`src/rtl/seq_det_pkg.sv`:
```
// Shared constants and helpers for the parametrised serial pattern detector.
package seq_det_pkg;

  localparam logic [3:0] DEF_PAT_1001 = 4'b1001;

  localparam bit OVL_ON  = 1'b1;
  localparam bit OVL_OFF = 1'b0;

  // Number of bits needed to hold values 0..value-1.
  function automatic int unsigned clog2_fn(input int unsigned value);
    int unsigned res;
    res = 0;
    for (int unsigned i = 0; i < 32; i++) begin
      if ((longint'(1) << i) < longint'(value)) res = i + 1;
    end
    return res;
  endfunction

endpackage

```
`src/rtl/sat_counter.sv`:
```
// Saturating up-counter with synchronous clear; clear beats increment.
module sat_counter #(
  parameter int unsigned WIDTH = 8
) (
  input  logic             clk,
  input  logic             rst,
  input  logic             inc,
  input  logic             clr,
  output logic [WIDTH-1:0] count
);

  logic [WIDTH-1:0] count_q;

  always_ff @(posedge clk or posedge rst) begin
    if (rst) begin
      count_q <= '0;
    end else if (clr) begin
      count_q <= '0;
    end else if (inc && (count_q != '1)) begin
      count_q <= count_q + 1'b1;
    end
  end

  assign count = count_q;

endmodule

```
`src/rtl/seq_detect_param.sv`:
```
// Serial pattern detector with runtime-reloadable pattern, optional overlap and
// a saturating match counter.
module seq_detect_param
  import seq_det_pkg::*;
#(
  parameter int unsigned         PAT_LEN = 4,
  parameter logic [PAT_LEN-1:0]  PAT_RST = DEF_PAT_1001,
  parameter bit                  OVERLAP = OVL_ON,
  parameter int unsigned         CNT_W   = 8
) (
  input  logic               clk,
  input  logic               rst,
  input  logic               in,
  input  logic               in_valid,
  input  logic               cfg_we,
  input  logic [PAT_LEN-1:0] cfg_pattern,
  input  logic               cnt_clr,
  output logic               d,
  output logic [CNT_W-1:0]   match_cnt,
  output logic [PAT_LEN-1:0] pattern
);

  localparam int unsigned          FILL_W   = clog2_fn(PAT_LEN + 1);
  localparam logic [FILL_W-1:0]    FILL_MAX = FILL_W'(PAT_LEN);

  logic [PAT_LEN-1:0] hist_q, hist_d, hist_shift;
  logic [PAT_LEN-1:0] pat_q, pat_d;
  logic [FILL_W-1:0]  fill_q, fill_d, fill_inc;
  logic               d_q;
  logic               match;

  always_comb begin
    hist_d     = hist_q;
    fill_d     = fill_q;
    pat_d      = pat_q;
    match      = 1'b0;
    hist_shift = {hist_q[PAT_LEN-2:0], in};
    fill_inc   = (fill_q == FILL_MAX) ? fill_q : fill_q + 1'b1;

    if (cfg_we) begin
      // Reload restarts detection; a bit arriving in the same cycle is dropped.
      pat_d  = cfg_pattern;
      hist_d = '0;
      fill_d = '0;
    end else if (in_valid) begin
      hist_d = hist_shift;
      fill_d = fill_inc;
      match  = (fill_inc == FILL_MAX) && (hist_shift == pat_q);
      if (match && !OVERLAP) fill_d = '0;
    end
  end

  always_ff @(posedge clk or posedge rst) begin
    if (rst) begin
      hist_q <= '0;
      fill_q <= '0;
      pat_q  <= PAT_RST;
      d_q    <= 1'b0;
    end else begin
      hist_q <= hist_d;
      fill_q <= fill_d;
      pat_q  <= pat_d;
      d_q    <= match;
    end
  end

  sat_counter #(
    .WIDTH (CNT_W)
  ) u_match_cnt (
    .clk   (clk),
    .rst   (rst),
    .inc   (match),
    .clr   (cnt_clr),
    .count (match_cnt)
  );

  assign d       = d_q;
  assign pattern = pat_q;

endmodule

```
`config.mk`:
```
export PLATFORM = sky130hd
export DESIGN_NAME = seq_detect_param
export DESIGN_NICKNAME = d
export VERILOG_FILES = /design/src/rtl/seq_det_pkg.sv /design/src/rtl/sat_counter.sv /design/src/rtl/seq_detect_param.sv
export SDC_FILE = /design/constraint.sdc
export NUM_CORES = 1
export LEC_CHECK = 0
export ABC_AREA = 1
export BUFFER_PORTS_ARGS = -buffer_cell sky130_fd_sc_hd__buf_4
export CAP_MARGIN = 25
export CORE_MARGIN = 4
export CORE_UTILIZATION = 54
export DETAILED_ROUTE_END_ITERATION = 6
export PLACE_DENSITY = 0.78
export REMOVE_ABC_BUFFERS = 1
export SKIP_LAST_GASP = 1
export SLEW_MARGIN = 10
export SYNTH_ARGS = -nofsm -noshare
export SYNTH_HDL_FRONTEND = slang
export SYNTH_SLANG_ARGS = --single-unit
export TNS_END_PERCENT = 1
```
`constraint.sdc`:
```
create_clock -name clk -period 1.75 [get_ports clk]
set_input_delay 0.175 -clock clk [delete_from_list [all_inputs] [get_ports clk]]
set_output_delay 0.175 -clock clk [all_outputs]
set_load 0.005 [all_outputs]
```
### After elaboration in Yosys (flattened, before gate mapping)

Cells that the tools add are included.

* register bits: 19
* bits of input ports: 10
* logic and storage cells: 24

* add/subtract/negate cells: 2
* eq/ne operators: 4
* multiplexer cells: 9
* reduce and logical (&&, ||, !) cells: 4

Operators by type and width (number)
* $mux W8: 2
* $mux W3: 5
* $add A8 B1 Y8 const B: 1
* $ne A8 B8 Y1 const B: 1
* $eq A3 B3 Y1 const B: 2
* $eq A4 B4 Y1: 1
* $reduce_bool A2 Y1: 2
* $add A3 B1 Y3 const B: 1
* $logic_and A1 B1 Y1: 2
* $mux W1: 2

### Depth between registers and ports, before layout

Gate-level depths: netlist (run 1).

* word-level depth: 9
* mapped depth: 12
* gate-level depth less buffers: 12

### Modules after synthesis

From an unflattened synthesis (run 1), not the netlist that was laid out.

* cell total of the unflattened synthesis: 139
* area, all modules: 1072.3 µm²

Modules (own cells, without submodules)
* seq_detect_param: times used 1, cells each 70, area an instance 565.5 µm², seq. area each 277.8 µm²
* sat_counter: times used 1, cells each 69, area an instance 506.7 µm², seq. area each 200.2 µm²

### Least setup slack after synthesis (run 1)

OpenSTA, ideal clock, no wires.

* path type: flip-flop to flip-flop
* start: register fill_q[0]
* end: register u_match_cnt.count_q[0], in the netlist u_match_cnt.count[0]
* setup time: 0.117 ns
* arrival time: 1.398 ns
* required time: 1.633 ns
* path slack: 0.235 ns
* stages on the path, launching flop included: 12
* path buffers: 0
* clock period less this slack: 1.515 ns
* cell sequence: dfrtp_1 > inv_1 > ha_1 > nand2_2 > nand2_2 > nand2_2 > nor2_2 > nand2_2 > nor2_8 > nand2_4 > o21ai_1 > nor2_1

* longest elaborated chain between the ends: 8
* elaborated cells between the ends (all ways): 9

Ends and longest elaborated chain
* start: declaration: line seq_detect_param.sv:28 `logic [FILL_W-1:0] fill_q, fill_d, fill_inc;`
* start signal: assignment: line seq_detect_param.sv:61 `fill_q <= fill_d;`
* $add A3 B1 Y3 or $eq A3 B3 Y1 (tied branches): line seq_detect_param.sv:38 `fill_inc = (fill_q == FILL_MAX) ? fill_q : fill_q + 1'b1;`
* $mux W3 *: line seq_detect_param.sv:38
* $eq A3 B3 Y1 *: line seq_detect_param.sv:48 `match = (fill_inc == FILL_MAX) && (hist_shift == pat_q);`
* $logic_and A1 B1 Y1 *: line seq_detect_param.sv:48
* $mux W1 *: line seq_detect_param.sv:45 `end else if (in_valid) begin`
* $mux W1 *: line seq_detect_param.sv:40 `if (cfg_we) begin`
* named net match: line seq_detect_param.sv:30 `logic match;`
* $logic_and A1 B1 Y1 *: line sat_counter.sv:19 `end else if (inc && (count_q != '1)) begin`
* $reduce_bool A2 Y1 (no source line) *
* end signal: assignment: line sat_counter.sv:20 `count_q <= count_q + 1'b1;`
* end: declaration: line sat_counter.sv:12 `logic [WIDTH-1:0] count_q;`

The timed path passes the listed nets; every way through them passes the cells marked *.
A chain may end at the register's enable or synchronous reset.

### Worst setup path after layout (run 1)

* start: register fill_q[1]
* end: register u_match_cnt.count_q[0], in the netlist u_match_cnt.count[0]

The elaborated chain is that of the path after synthesis.

==> results of run 1 <==
-- final cells by class --
cell class	count	area, um^2	area share [%]
sequential	19	478.0	31.89
timing repair buffer	27	205.2	13.69
tap	27	33.78	2.254
multi-input combinational	104	620.6	41.40
clock buffer	4	26.28	1.753
inverter	36	135.1	9.015
-- synth_stat cells --
| master | n | area [um^2] |
|---|---|---|
| nand2_2 | 5 | 31.28 |
| nand3b_4 | 1 | 20.02 |
| nor3_1 | 1 | 5.000 |
| nor2_8 | 2 | 40.04 |
| nor2_1 | 16 | 60.06 |
| nand3_1 | 7 | 35.03 |
| inv_2 | 2 | 7.510 |
| ha_1 | 3 | 37.54 |
| dfrtp_1 | 17 | 425.4 |
| nor2_2 | 1 | 6.260 |
| clkinv_1 | 1 | 3.750 |
| nand2_4 | 2 | 22.52 |
| dfstp_2 | 2 | 52.55 |
| inv_1 | 33 | 123.9 |
| nand2_1 | 38 | 142.6 |
| o22ai_1 | 5 | 31.28 |
| buf_2 | 1 | 5.000 |
| nor2_4 | 2 | 22.52 |
| o21ai_0 | 4 | 20.02 |
| nand4_1 | 12 | 75.07 |
| nand4_2 | 1 | 12.51 |
| o21ai_1 | 4 | 20.02 |
-- flip-flops by register name, indices dropped and copies added (netlist names) --
| register | flops |
|---|---|
| u_match_cnt.count | 8 |
| fill_q | 3 |
| d | 1 |
| pattern | 4 |
| hist_q | 3 |
-- cell families (layout without fill, tap and decap cells) --
group	Yosys count	count (layout)	share of synthesized area [%]
buffers and inverters	37	67	11.68
adders and majority gates	3	3	3.129
AOI/OAI and AO/OA	13	13	5.944
and+or+nand+nor	88	88	39.42
DFF	19	19	39.83
-- layer usage --
layer	global-route usage, %	wire length (um)	vias to the layer above
met2	33.66	1179	19
met1	24.50	1117	472
met3	3.485	98	2
met5	0	0	-
li1	-	-	566
met4	6.478	20	0
-- through the flow --
step / hold WS [ns] / area, um^2
3_3_place_gp: 0.2200 / 1401
4_1_cts: 0.07477 / 1438
3_5_place_dp: 0.2244 / 1401
6_report: 0.08133 / 1499
5_1_grt: 0.09149 / 1499
2_1_floorplan: 0.1247 / 1195
-- worst paths after layout --
path,from,to,slack (ns),depth (start not counted)
min in group asynchronous,rst,u_match_cnt.count[6]$_DFFE_PP0P_,0.45,4
worst min-delay path,cfg_pattern[2],pattern[2]$_DFFE_PP0P_,0.08,3
max in group asynchronous,rst,pattern[3]$_DFFE_PP1P_,1.03,4
worst max-delay path,fill_q[1]$_DFFE_PP0P_,u_match_cnt.count[0]$_DFFE_PP0P_,0.09,12
worst min register to register,pattern[0]$_DFFE_PP1P_,pattern[0]$_DFFE_PP1P_,0.51,2
worst max register to register,fill_q[1]$_DFFE_PP0P_,u_match_cnt.count[0]$_DFFE_PP0P_,0.09,12
-- power groups by stage --
stage	registers, W	logic, W	clock network (W)
2_1_floorplan	0.000478	0.000110	0
3_3_place_gp	0.000478	0.000158	0
3_5_place_dp	0.000479	0.000164	0
4_1_cts	0.000471	0.000166	0.000228
5_1_grt	0.000474	0.000211	0.000249
6_report	0.000472	0.000186	0.000219
-- worst max-delay path, stage by stage, from the launching register on --
cell and delay (ns):
dfrtp_1 0.41, buf_4 0.14, ha_2 0.17, inv_2 0.05, nand2_2 0.05, inv_2 0.05
nor2_2 0.04, nor2_2 0.11, nand2_2 0.10, nor2_8 0.18, nand2_4 0.08, o21ai_1 0.13
nor2_1 0.05
-- repair_timing --
action | 4_1_cts | 5_1_grt
endpoints found under the hold margin | 17 | 0
setup endpoints to repair | 0 | 8
setup buffers | 0 | 3
hold buffers | 1 | 0
resized for setup | 0 | 13
==> summary.md, run 1 <==
The clock period could shrink to 1.658 ns. The top cell types in the final layout, fill and taps aside, are nand2_1 (36), inv_1 (29), buf_4 (26). The run finished with clean final reports. Once detail routing completed, the nets flagged for antenna violations numbered 0. The maximum level of the CTS H-tree is 1.

Leaving out fill and tap cells, the most frequent cell in the layout is nand2_1. Using the TritonRoute via totals, the vias-per-cell ratio works out to 4.880. The die span in y was 55.14 um; the final worst setup slack was 0.09242 ns.

The critical path capture point type was a flop. For the final database, setup skew stands at 0.002865 ns. The post-route netlist has 30.00% of its cells at a drive strength greater than 1. After layout, the design draws a total of 0.0008765 W.

The total overflow left after global routing is 0. The initial antenna violation count is 0. Static timing analysis puts the maximum clock frequency at 603.3 MHz. During synthesis, Yosys emitted a total of 0 warnings. The detailed router finished its first iteration with 31 violations. The number of hold violations in the final report is 0, and the ratio of total power to cell area is 584.8 nW/um^2.

0 antenna diodes ended up in the layout. The HPWL after detailed placement is 1.850 mm, and the effective utilization at floorplan is 58.76%. The number of different library cells used by synthesis comes to 22.

VDD sags by at most 0.0004328 V. Excluding fillers, the count of instances in the completed layout stands at 217. The pin count of the biggest net entering global routing was 20; the number of nets in the final layout was 204. Net switching is 28.21% of the power.

Of all nets on the critical path, the largest fanout is 8. In the synthesized netlist, the number of instances is 160. For the normalized max-slew margin, the log shows 76.27%. The setup TNS was 0 ns; the remaining routing DRC violations was 0.

The number of clock buffers added by TritonCTS is 3. Routability-driven placement finished with a final weighted congestion of 0.9447. The die is 55.14 um wide. The number of cells in the design after placement is 209.

Registers are responsible for 53.8% of the overall power. The tools report the clock latency reported for the late side of the worst-skew pair as 0.29 ns. Summed over all cells, the static leakage comes to 0.8164 nW.

The floorplan step defined a die boundary enclosing 3040 um^2. For the data arrival time of the critical path, the log shows 1.85 ns. Relative to the synthesized area, the layout overhead comes to 24.92%. Clock-pin slew was measured on the worst setup and hold paths at 0.11 ns. Sequential cells were found to cover 39.83% of the synthesized design area.

The number of max-cap violations is 0, and the number of sinks handled by clock tree synthesis is 19. The core area was 2042 um^2. The final setup violation count is 0.

Core occupancy in the finished layout: 73.41%. For this block, the routed nets add up to 2.415 mm of wire. Setup repair after global routing could not meet its margin everywhere.

For the worst setup path, the data required time is 1.94 ns. The clock tree root driver cell is clkbuf_4. Number of pins with negative max-slew slack in the final report: 0. Dividing the detail-routed wire length by the instance count gives 11.13 um.

The analysis attributes to net switching a power of 0.0002473 W. In this run, the clock network consumes 25.0% of the power. The kind of critical path was reg -> reg. The first global-routing pass estimated 4.298 mm of wire. The tools report the total number of placement rows as 16.

After layout, the worst path uses 94.72% of the clock period. The run gives 1200 um^2 as the mapped cell area. In this run the count of I/O pins placed on the die edge is 23.

The filler cells instantiated in the layout total 162. The worst setup path is launched from a flop. The first detailed-routing pass ran for 4 iterations. The tools report the minimum setup slack after placement as 0.04399 ns. The min-delay analysis places its worst path in the category in -> reg. Via count of the first global-routing pass: 1056. The synthesized flop and latch total is 19. The portion of total power attributed to combinational logic was 21.2%; the number of buffer cells added on primary ports was 22. Counting along the longest clock path gives a buffer depth of 2. The overall via count from detail_route is 1059. TritonCTS built the clock tree.

At the pin with the least slew margin, the transition time is 0.3547 ns. Global routing consumed, over all layers together, 19.53% of the routing resources. Dividing the synthesized area by the synthesized cell count gives 7.499 um^2. Internal power consumption: 0.0006293 W.
Power figures use the tool's default switching activity.
==> run 2: changes to the inputs <==
--- a/config.mk
+++ b/config.mk
@@ -8,8 +8,10 @@
 export ABC_AREA = 1
 export BUFFER_PORTS_ARGS = -buffer_cell sky130_fd_sc_hd__buf_4
 export CAP_MARGIN = 25
+export CORE_ASPECT_RATIO = 1.2
 export CORE_MARGIN = 4
 export CORE_UTILIZATION = 54
+export CTS_BUF_LIST = sky130_fd_sc_hd__clkbuf_16
 export DETAILED_ROUTE_END_ITERATION = 6
 export PLACE_DENSITY = 0.78
 export REMOVE_ABC_BUFFERS = 1
==> run 2 against run 1 <==
- register-to-register slack barely moved
- total power rose by 30%
- critical endpoint is now u_match_cnt.count[1]$_DFFE_PP0P_
- largest power group unchanged
- cell area rose by 4.5%
==> summary.md, run 2 (synthesis gave the netlist of run 1 again) <==
The run finished with clean final reports. The count of cells along the worst register-to-register path is 12 (unchanged), and the number of cells in the finished layout apart from fillers is 218 (+0.46%). The tools report the total number of placement rows as 18 (+2). The effective utilization at floorplan is 57.29% (-1.5 points). The run gives 0 (unchanged) as the remaining routing DRC violations. The number of flip-flops in the largest register is 8 (unchanged), and the total I/O pin count is 23 (unchanged). The worst hold-check slack was 0.05169 ns (-0.02964 ns); the transition at the pin with the smallest max-transition slack was 0.7391 ns (+0.3844 ns). Setup repair after global routing could not meet its margin everywhere. The logs give 0 (-1) for the number of hold-repair buffers added at the cts stage and 0.09 ns (about the same) for the reg-to-reg setup timing slack. The logs give 13 (-58%) for the iteration-0 DRC count of the detailed router and 478.0 um^2 (unchanged) for the storage element area. The final routed wirelength across all metal layers was 2.629 mm (+8.9%); the pin count of the biggest net entering global routing was 20 (unchanged).

Final critical path time including I/O delays and setup: 1.660 ns (+0.002876 ns). Relative to the synthesized area, the layout overhead comes to 30.55%. The detailed-router iteration count before antenna repair was 4 (unchanged); the detailed-route wire length per cell was 12.06 um (+8.4%). The number of pins with negative max-slew slack in the final report was 0 (unchanged); the maximum level of the CTS H-tree was 1 (unchanged). The data arrival time of the critical path was 1.85 ns (about the same); the number of max-cap violations was 0 (unchanged). Core area: 2095 um^2 (+2.6%). By instance count, the cell type seen most on the critical path is nand2_2. The critical path goes through inv_2, ha_4, nand2_4, nand2_2, nor2_4, nor2_2, nand2_2, nor2_8, nand2_4, nand2_2, nand2_2, nor2_2. The number of buffers on the longest clock path is 2 (unchanged). Die span in y: 59.64 um (+8.2%). The worst-path cell with the longest stage delay is dfrtp_1. Clock tree root driver cell: clkbuf_16. For the leakage power figure, the log shows 0.8367 nW (+2.5%). The die width was 51.03 um (-7.5%). Antenna diode count: 0 (unchanged). The normalized max-slew margin was 50.67% (-26 points); the number of buffers inserted during clock tree synthesis was 3 (unchanged). The ratio of total power to cell area works out to 729.2 nW/um^2 (+25%).

The part of the cycle the worst path needs came out at 94.88% (+0.16 points). The initial antenna violation count was 0 (unchanged); the area used by multi-input combinational logic was 645.6 um^2 (+4.0%). Leaving out fill and tap cells, the most frequent cells in the layout are nand2_1 (34), inv_1 (30), buf_4 (24). Clock-pin slew of the registers on the worst-case setup and hold paths: 0.05 ns (-0.06 ns). The buffers plus inverters on the worst setup path was 1 (-2). STA classifies the critical path startpoint as a flop.

The clock latency reported for the late side of the worst-skew pair is 0.25 ns (-0.04 ns). The destination of the critical timing path was u_match_cnt.count[1]$_DFFE_PP0P_. The HPWL after detailed placement was 1.790 mm (-3.3%). The remaining antenna violation count after routing is 0 (unchanged), and the largest stage delay on the critical path is 0.43 ns (+0.02 ns).

The worst setup path is captured at a flop. The remaining global-route overflow is 0 (unchanged), and the data required time of the critical path is 1.94 ns (about the same). The overall via count from detail_route is 1068 (+0.85%), and the number of buffer cells added on primary ports is 22 (unchanged). The run gives 3043 um^2 (about the same) as the overall die area. The worst register-to-register path ends at u_match_cnt.count[1]$_DFFE_PP0P_. The final setup violation count was 0 (unchanged); the number of hold violations in the final report was 0 (unchanged). The logs give 602.2 MHz (-0.17%) for the maximum clock rate and 211 (+0.96%) for the number of cells in the design after placement.

For the global-route wire length before repair, the log shows 4.353 mm (+1.3%). The kind of critical path was reg -> reg. For the filler cell count in the final layout, the log shows 176 (+8.6%).

The reg-to-reg critical path startpoint was fill_q[0]$_DFFE_PP0P_. The depth of the critical timing path with buffers and inverters included was 12 (unchanged). For the worst clock skew, the log shows 0.001171 ns (-0.001694 ns). Worst setup path startpoint: fill_q[0]$_DFFE_PP0P_. For the last weighted congestion value of the routability-driven placer, the log shows 0.8213 (-13%). The cell type group with the largest total delay on the critical path was simple AND/OR/NAND/NOR gates. The run gives 0.0006390 V (+48%) as the worst vdd rail ir drop. The library cell used most frequently in the layout, excluding fill and tap cells, is nand2_1. The via count normalized by instance count is 4.899 (+0.39%).

The fraction of final layout cells sized beyond drive strength 1 came out at 31.91% (+1.9 points). For the global-route total usage across every layer, the log shows 19.32% (-0.21 points). For the via count of the first global-routing pass, the log shows 1006 (-4.7%).

The tightest min-delay check is of the in -> async type. The number of nets in the final layout is 202 (-0.98%). TritonCTS built the clock tree. Number of sinks handled by clock tree synthesis: 19 (unchanged).

The largest fanout of any net on the critical path is 8 (unchanged), and the overall power after layout is 0.001142 W (+30%).
[run 2: cell types whose count changed in the layout (fill, tap and decap cells not counted), moves of 2 or more]
cell       delta
clkbuf_4      -3
buf_4         -2
nor2_1        -2
nand2_1       -2
nand2_2       +2
clkbuf_16     +3
[run 2: final cells by class]
cell class              count  area share [%]
multi-input cells         104           41.21
flip-flops and latches     19           30.51
repair buffers             25           12.22
inverters                  36           8.626
clock buffers               3           4.792
well taps                  30           2.396
clock inverters             1          0.2396
[run 2: what timing repair did]
action	in CTS	in global routing
resized for setup	0	20
buffers inserted	0	3
setup endpoints to repair	0	8
[run 2: metrics by stage]
step / setup slack, ns / area [um^2] / TNS, ns / utilization (%)
2_1_floorplan: 0.2321 / 1195 / 0 / -
3_3_place_gp: 0.1214 / 1398 / 0 / 66.73
3_5_place_dp: 0.07530 / 1398 / 0 / 66.73
4_1_cts: 0.04761 / 1476 / 0 / 70.49
5_1_grt: -0.04045 / 1567 / -0.07154 / 74.79
6_report: 0.08954 / 1567 / 0 / 74.79
[run 2: report_power, final]
part	total [W]	switching [W]	internal (W)	leakage [nW]
clock network	0.000474	0.000169	0.000304	0.0423
registers	0.000474	0.0000153	0.000459	0.253
logic	0.000194	0.000109	0.0000854	0.542
total	0.00114	0.000294	0.000849	0.837
[run 2: worst min-delay path by stage]
stage	end	depth (start not counted)	slack, ns	from
6_report	hist_q[1]$_DFFE_PP0P_	2	0.05	rst
5_1_grt	fill_q[0]$_DFFE_PP0P_	2	0.12	rst
4_1_cts	u_match_cnt.count[7]$_DFFE_PP0P_	2	0.08	rst
3_5_place_dp	fill_q[1]$_DFFE_PP0P_	2	0.35	rst
3_3_place_gp	fill_q[1]$_DFFE_PP0P_	2	0.34	rst
2_1_floorplan	d$_DFF_PP0_	1	0.12	rst
[run 2: worst register-to-register path, stage by stage, from the launching register on]
cell	delay, ns
dfrtp_1	0.43
inv_2	0.11
ha_4	0.15
nand2_4	0.08
nand2_2	0.10
nor2_4	0.04
nor2_2	0.10
nand2_2	0.09
nor2_8	0.18
nand2_4	0.08
nand2_2	0.08
nand2_2	0.05
nor2_2	0.10
[run 2: routing by layer]
layer | GRT usage, % | up-vias | part of all wire, %
met3 | 4.282 | 9 | 3.3
met5 | 0 | - | 0
li1 | - | 560 | -
met2 | 31.31 | 22 | 50
met4 | 11.54 | 0 | 3.4
met1 | 23.36 | 477 | 43
==> run 3: changes to the inputs <==
--- a/config.mk
+++ b/config.mk
@@ -10,14 +10,16 @@
 export CAP_MARGIN = 25
 export CORE_ASPECT_RATIO = 1.2
 export CORE_MARGIN = 4
-export CORE_UTILIZATION = 54
+export CORE_UTILIZATION = 52
 export CTS_BUF_LIST = sky130_fd_sc_hd__clkbuf_16
 export DETAILED_ROUTE_END_ITERATION = 6
-export PLACE_DENSITY = 0.78
+export HOLD_SLACK_MARGIN = 0.03
+export PLACE_DENSITY = 0.77
 export REMOVE_ABC_BUFFERS = 1
 export SKIP_LAST_GASP = 1
 export SLEW_MARGIN = 10
 export SYNTH_ARGS = -nofsm -noshare
 export SYNTH_HDL_FRONTEND = slang
+export SYNTH_HIERARCHICAL = 1
 export SYNTH_SLANG_ARGS = --single-unit
 export TNS_END_PERCENT = 1
==> run 3 against run 2 <==
- combinational power fell by 20%
- fmax rose by 0.69%
- cell area fell by 9.9%
- global-route usage fell by 2.0 points
- area after synthesis fell by 11%
- register-to-register slack barely moved
- synthesized cell count fell by 13%
- sequential share of layout area rose by 3.4 points
- sequential power barely moved
- final cell count fell by 13%
- critical endpoint is now u_match_cnt/count[3]$_DFFE_PP0P_
- largest cell class unchanged
==> summary.md, run 3 <==
For the overall die area, the log shows 2856 um^2 (-6.2%). In the layout the commonest cells are nand2_1 (46), buf_4 (27), inv_1 (19). By area, the combinational part of the netlist is dominated by simple AND/OR/NAND/NOR gates. The die span in y is 57.75 um (-3.2%).

The share of Yosys cell area claimed by the top area cell type works out to 39.67% (+4.2 points). The via count normalized by instance count was 5.222 (+6.6%). The data arrival time of the critical path came out at 1.84 ns (about the same).

The total I/O pin count came out at 23 (unchanged). The clock-pin slew of the registers on the worst-case setup and hold paths is 0.05 ns (about the same). In this run the critical register-to-register path is launched from fill_q[1]$_DFFE_PP0P_. The remaining global-route overflow was 0 (unchanged). The run gives 0.0007050 V (+10%) as the worst vdd rail ir drop.

The run gives 139 (-13%) as the post-synthesis instance total. The kind of path behind the tightest hold check is in -> reg. The average cell area after synthesis was 7.714 um^2 (+2.9%); the remaining antenna violation count after routing was 0 (unchanged). The detailed-route wire length per cell is 12.54 um (+4.0%). The worst hold path stage count was 3. The pin count of the biggest net entering global routing is 12 (-40%). STA classifies the critical path endpoint as a flop. The mapped cell area is 1072 um^2 (-11%), and the largest stage delay on the critical path is 0.39 ns (-0.04 ns).

The fraction of the mapped netlist area in compound gates was 7.235% (+1.3 points); the number of sinks handled by clock tree synthesis was 19 (unchanged). For the placed instance area, the log shows 1272 um^2 (-9.0%). Total number of placement rows: 17 (-1).

Largest area contributor in the synthesized netlist: dfrtp_1. The transition at the pin with the smallest max-transition slack was 0.4426 ns (-0.2965 ns). The run gives 184 (-8.9%) as the number of nets in the final layout.

By count the netlist is led by nand2_1 (46), inv_1 (22), dfrtp_1 (17), nand3_1 (9), nor2_1 (7). The worst setup path is of the reg -> reg kind. The final routed wirelength across all metal layers was 2.371 mm (-9.8%). After synthesis, the cell types taking the most area are dfrtp_1 (40%), nand2_1 (16%), inv_1 (7.7%). The clock latency reported for the late side of the worst-skew pair is 0.25 ns (about the same), and the via count of the first global-routing pass is 908 (-9.7%). The global-route wire length before repair is 3.877 mm (-11%). In the post-synthesis netlist, the cell with the most instances is nand2_1. The maximum clock rate is 606.4 MHz (+0.69%). The largest fanout of any net on the critical path was 5 (-3).

The tools report the nature of the critical path startpoint as a flop. The part of the cycle the worst path needs works out to 94.23% (-0.65 points). Among all stages on the critical path, the largest delay is contributed by dfrtp_1.

The proportion of synthesized flip-flops having asynchronous set or reset is 100.0% (unchanged). The reg-to-reg setup timing slack came out at 0.10 ns (about the same). The number of hold violations in the final report is 0 (unchanged).

TritonCTS built the clock tree. The buffers plus inverters on the worst setup path was 2 (+1); the number of flip-flops in the largest register was 8 (unchanged). The number of max-cap violations was 0 (unchanged); the synthesized flop and latch total was 19 (unchanged). The logs give 1411 um^2 (-9.9%) for the finished layout cell area and 1.94 ns (about the same) for the data required time of the critical path. The tools report the clock tree root driver cell as clkbuf_16. The count of different cell masters after synthesis is 22 (unchanged), and the count of cells along the worst register-to-register path is 12 (unchanged). The tools report the worst clock skew as 0.002687 ns (+0.001516 ns). The most used flip-flop cell after synthesis was dfrtp_1.

The last weighted congestion value of the routability-driven placer was 0.8416 (+2.5%); the normalized max-slew margin was 70.46% (+20 points). The HPWL after detailed placement was 1.739 mm (-2.8%); the initial antenna violation count was 0 (unchanged). Number of buffers on the longest clock path: 2 (unchanged). For the final setup violation count, the log shows 0 (unchanged).

The tools report the number of pins with negative max-slew slack in the final report as 0 (unchanged). Setup repair after global routing could not meet its margin everywhere. Count of yosys warnings during synthesis: 6 (+6).

The number of buffers inserted during clock tree synthesis came out at 3 (unchanged). The simple-gate portion of the synthesized area was 31.16% (-8.3 points). Number of buffer cells added on primary ports: 22 (unchanged). The run gives 0.1328 ns (+0.08114 ns) as the worst hold-check slack. The tools report the effective utilization at floorplan as 56.64% (-0.65 points).

Compared with the post-synthesis result, the final layout area differs by 31.62%. The sequential area share after synthesis was 44.57% (+4.7 points); the share of cell area taken by muxes after synthesis was 0% (unchanged). Endpoint of the worst register-to-register path: u_match_cnt/count[3]$_DFFE_PP0P_. The run gives 0.7449 nW (-11%) as the leakage power figure. The core area is 1893 um^2 (-9.6%). The maximum level of the CTS H-tree is 1 (unchanged). Ratio of total power to cell area: 776.4 nW/um^2 (+6.5%). The tools report the worst hold endpoint as pattern[0]$_DFFE_PP1P_. The startpoint identified for the worst hold timing path is cfg_pattern[0]. The share of the synthesized netlist area taken by xor and xnor gates came out at 3.267% (+3.3 points). The signal on the critical path passes through inv_2, ha_4, nor2_4, nand2_2, nor2_2, nand3_2, nor2_4, nand2_4, nor2_1, buf_4, nand2_1, nand2_1. The remaining routing DRC violations is 0 (unchanged). The tools report the iteration-0 DRC count of the detailed router as 14 (+1). The cell type group with the largest total delay on the critical path is simple AND/OR/NAND/NOR gates.

The tools report the detailed-router iteration count before antenna repair as 4 (unchanged). The overall via count from detail_route was 987 (-7.6%). The global-route total usage across every layer was 17.30% (-2.0 points); the fraction of final layout cells sized beyond drive strength 1 was 31.76% (-0.15 points). The library cell used most frequently in the layout, excluding fill and tap cells, is nand2_1. Final critical path time including I/O delays and setup: 1.649 ns (-0.01136 ns). The flow ran to the end, and the final reports show no timing, DRC or antenna violations. The die width works out to 49.46 um (-3.1%). The count of flip-flops with a built-in enable after synthesis works out to 0 (unchanged). The adder and majority gate portion of the synthesized area was 3.501% (+0.37 points); the antenna diode count was 0 (unchanged).
## run 3: worst max-delay path by stage
stage	from	end	slack, ns	cells past startpoint
after global routing	fill_q[0]$_DFFE_PP0P_	u_match_cnt/count[5]$_DFFE_PP0P_	-0.03	12
after detailed placement	fill_q[0]$_DFFE_PP0P_	u_match_cnt/count[7]$_DFFE_PP0P_	-0.11	12
after global placement	fill_q[0]$_DFFE_PP0P_	u_match_cnt/count[7]$_DFFE_PP0P_	0.0003	12
after CTS	fill_q[0]$_DFFE_PP0P_	u_match_cnt/count[7]$_DFFE_PP0P_	0.001	12
final	fill_q[1]$_DFFE_PP0P_	u_match_cnt/count[3]$_DFFE_PP0P_	0.10	12
after floorplan	fill_q[0]$_DFFE_PP0P_	u_match_cnt/count[7]$_DFFE_PP0P_	0.02	12
## run 3: final cells by class
type | count | area (um^2)
multi-input combinational | 94 | 518.0
fill | 132 | 481.7
sequential | 19 | 478.0
timing repair buffer | 28 | 212.7
inverter | 25 | 98.84
clock buffer | 3 | 75.07
tap | 19 | 23.77
clock inverter | 1 | 5.005
## run 3: kinds of logic after synthesis
| group | count (synthesis) |
|---|---|
| XOR/XNOR | 4 |
| flip-flops | 19 |
| AND/OR/NAND/NOR | 73 |
| adder cells (fa/ha/maj) | 3 |
| AO/OA/AOI/OAI | 14 |
| buffers and inverters | 26 |
## run 3: report_power, final
| group | total, W | leakage, nW | internal [W] | switching (W) |
|---|---|---|---|---|
| logic | 0.000156 | 0.452 | 0.0000692 | 0.0000869 |
| registers | 0.000475 | 0.252 | 0.000462 | 0.0000139 |
| clock network | 0.000464 | 0.0409 | 0.000306 | 0.000158 |
## run 3: stage by stage
stage / setup WS (ns) / power (W) / TNS [ns] / utilization (%) / instances
final: 0.1009 / 0.001096 / 0 / 74.55 / 189
after global routing: -0.02619 / 0.001153 / -0.05580 / 74.55 / 189
after CTS: 0.001405 / 0.001094 / 0 / 72.97 / 188
after detailed placement: -0.1072 / 0.0006224 / -0.4305 / 67.22 / 182
after global placement: 0.0002793 / 0.0006157 / 0 / 67.22 / 182
after floorplan: 0.01724 / 0.0005614 / 0 / - / 138
## run 3: tightest hold or removal path, cell delays in order
cell     delay [ns]
buf_4          0.08
nand2_1        0.03
o21ai_0        0.06
## run 3: metal layers
layer  wire length [um]  up-vias  part of all wire [%]  global-route usage, %
li1                   -      490                     -                      -
met2               1240       26                    52                  28.93
met3                 99        2                   4.2                  2.828
met5                  0        -                     0                      0
met1               1015      469                    43                  22.31
met4                 15        0                  0.63                  7.115
## run 3: what timing repair did
item	4_1_cts	5_1_grt
gates cloned	0	0
hold buffers	1	0
pin swaps	1	2
hold endpoints to repair	17	0
setup buffers	1	1
resized for setup	3	6
setup endpoints to repair	8	8
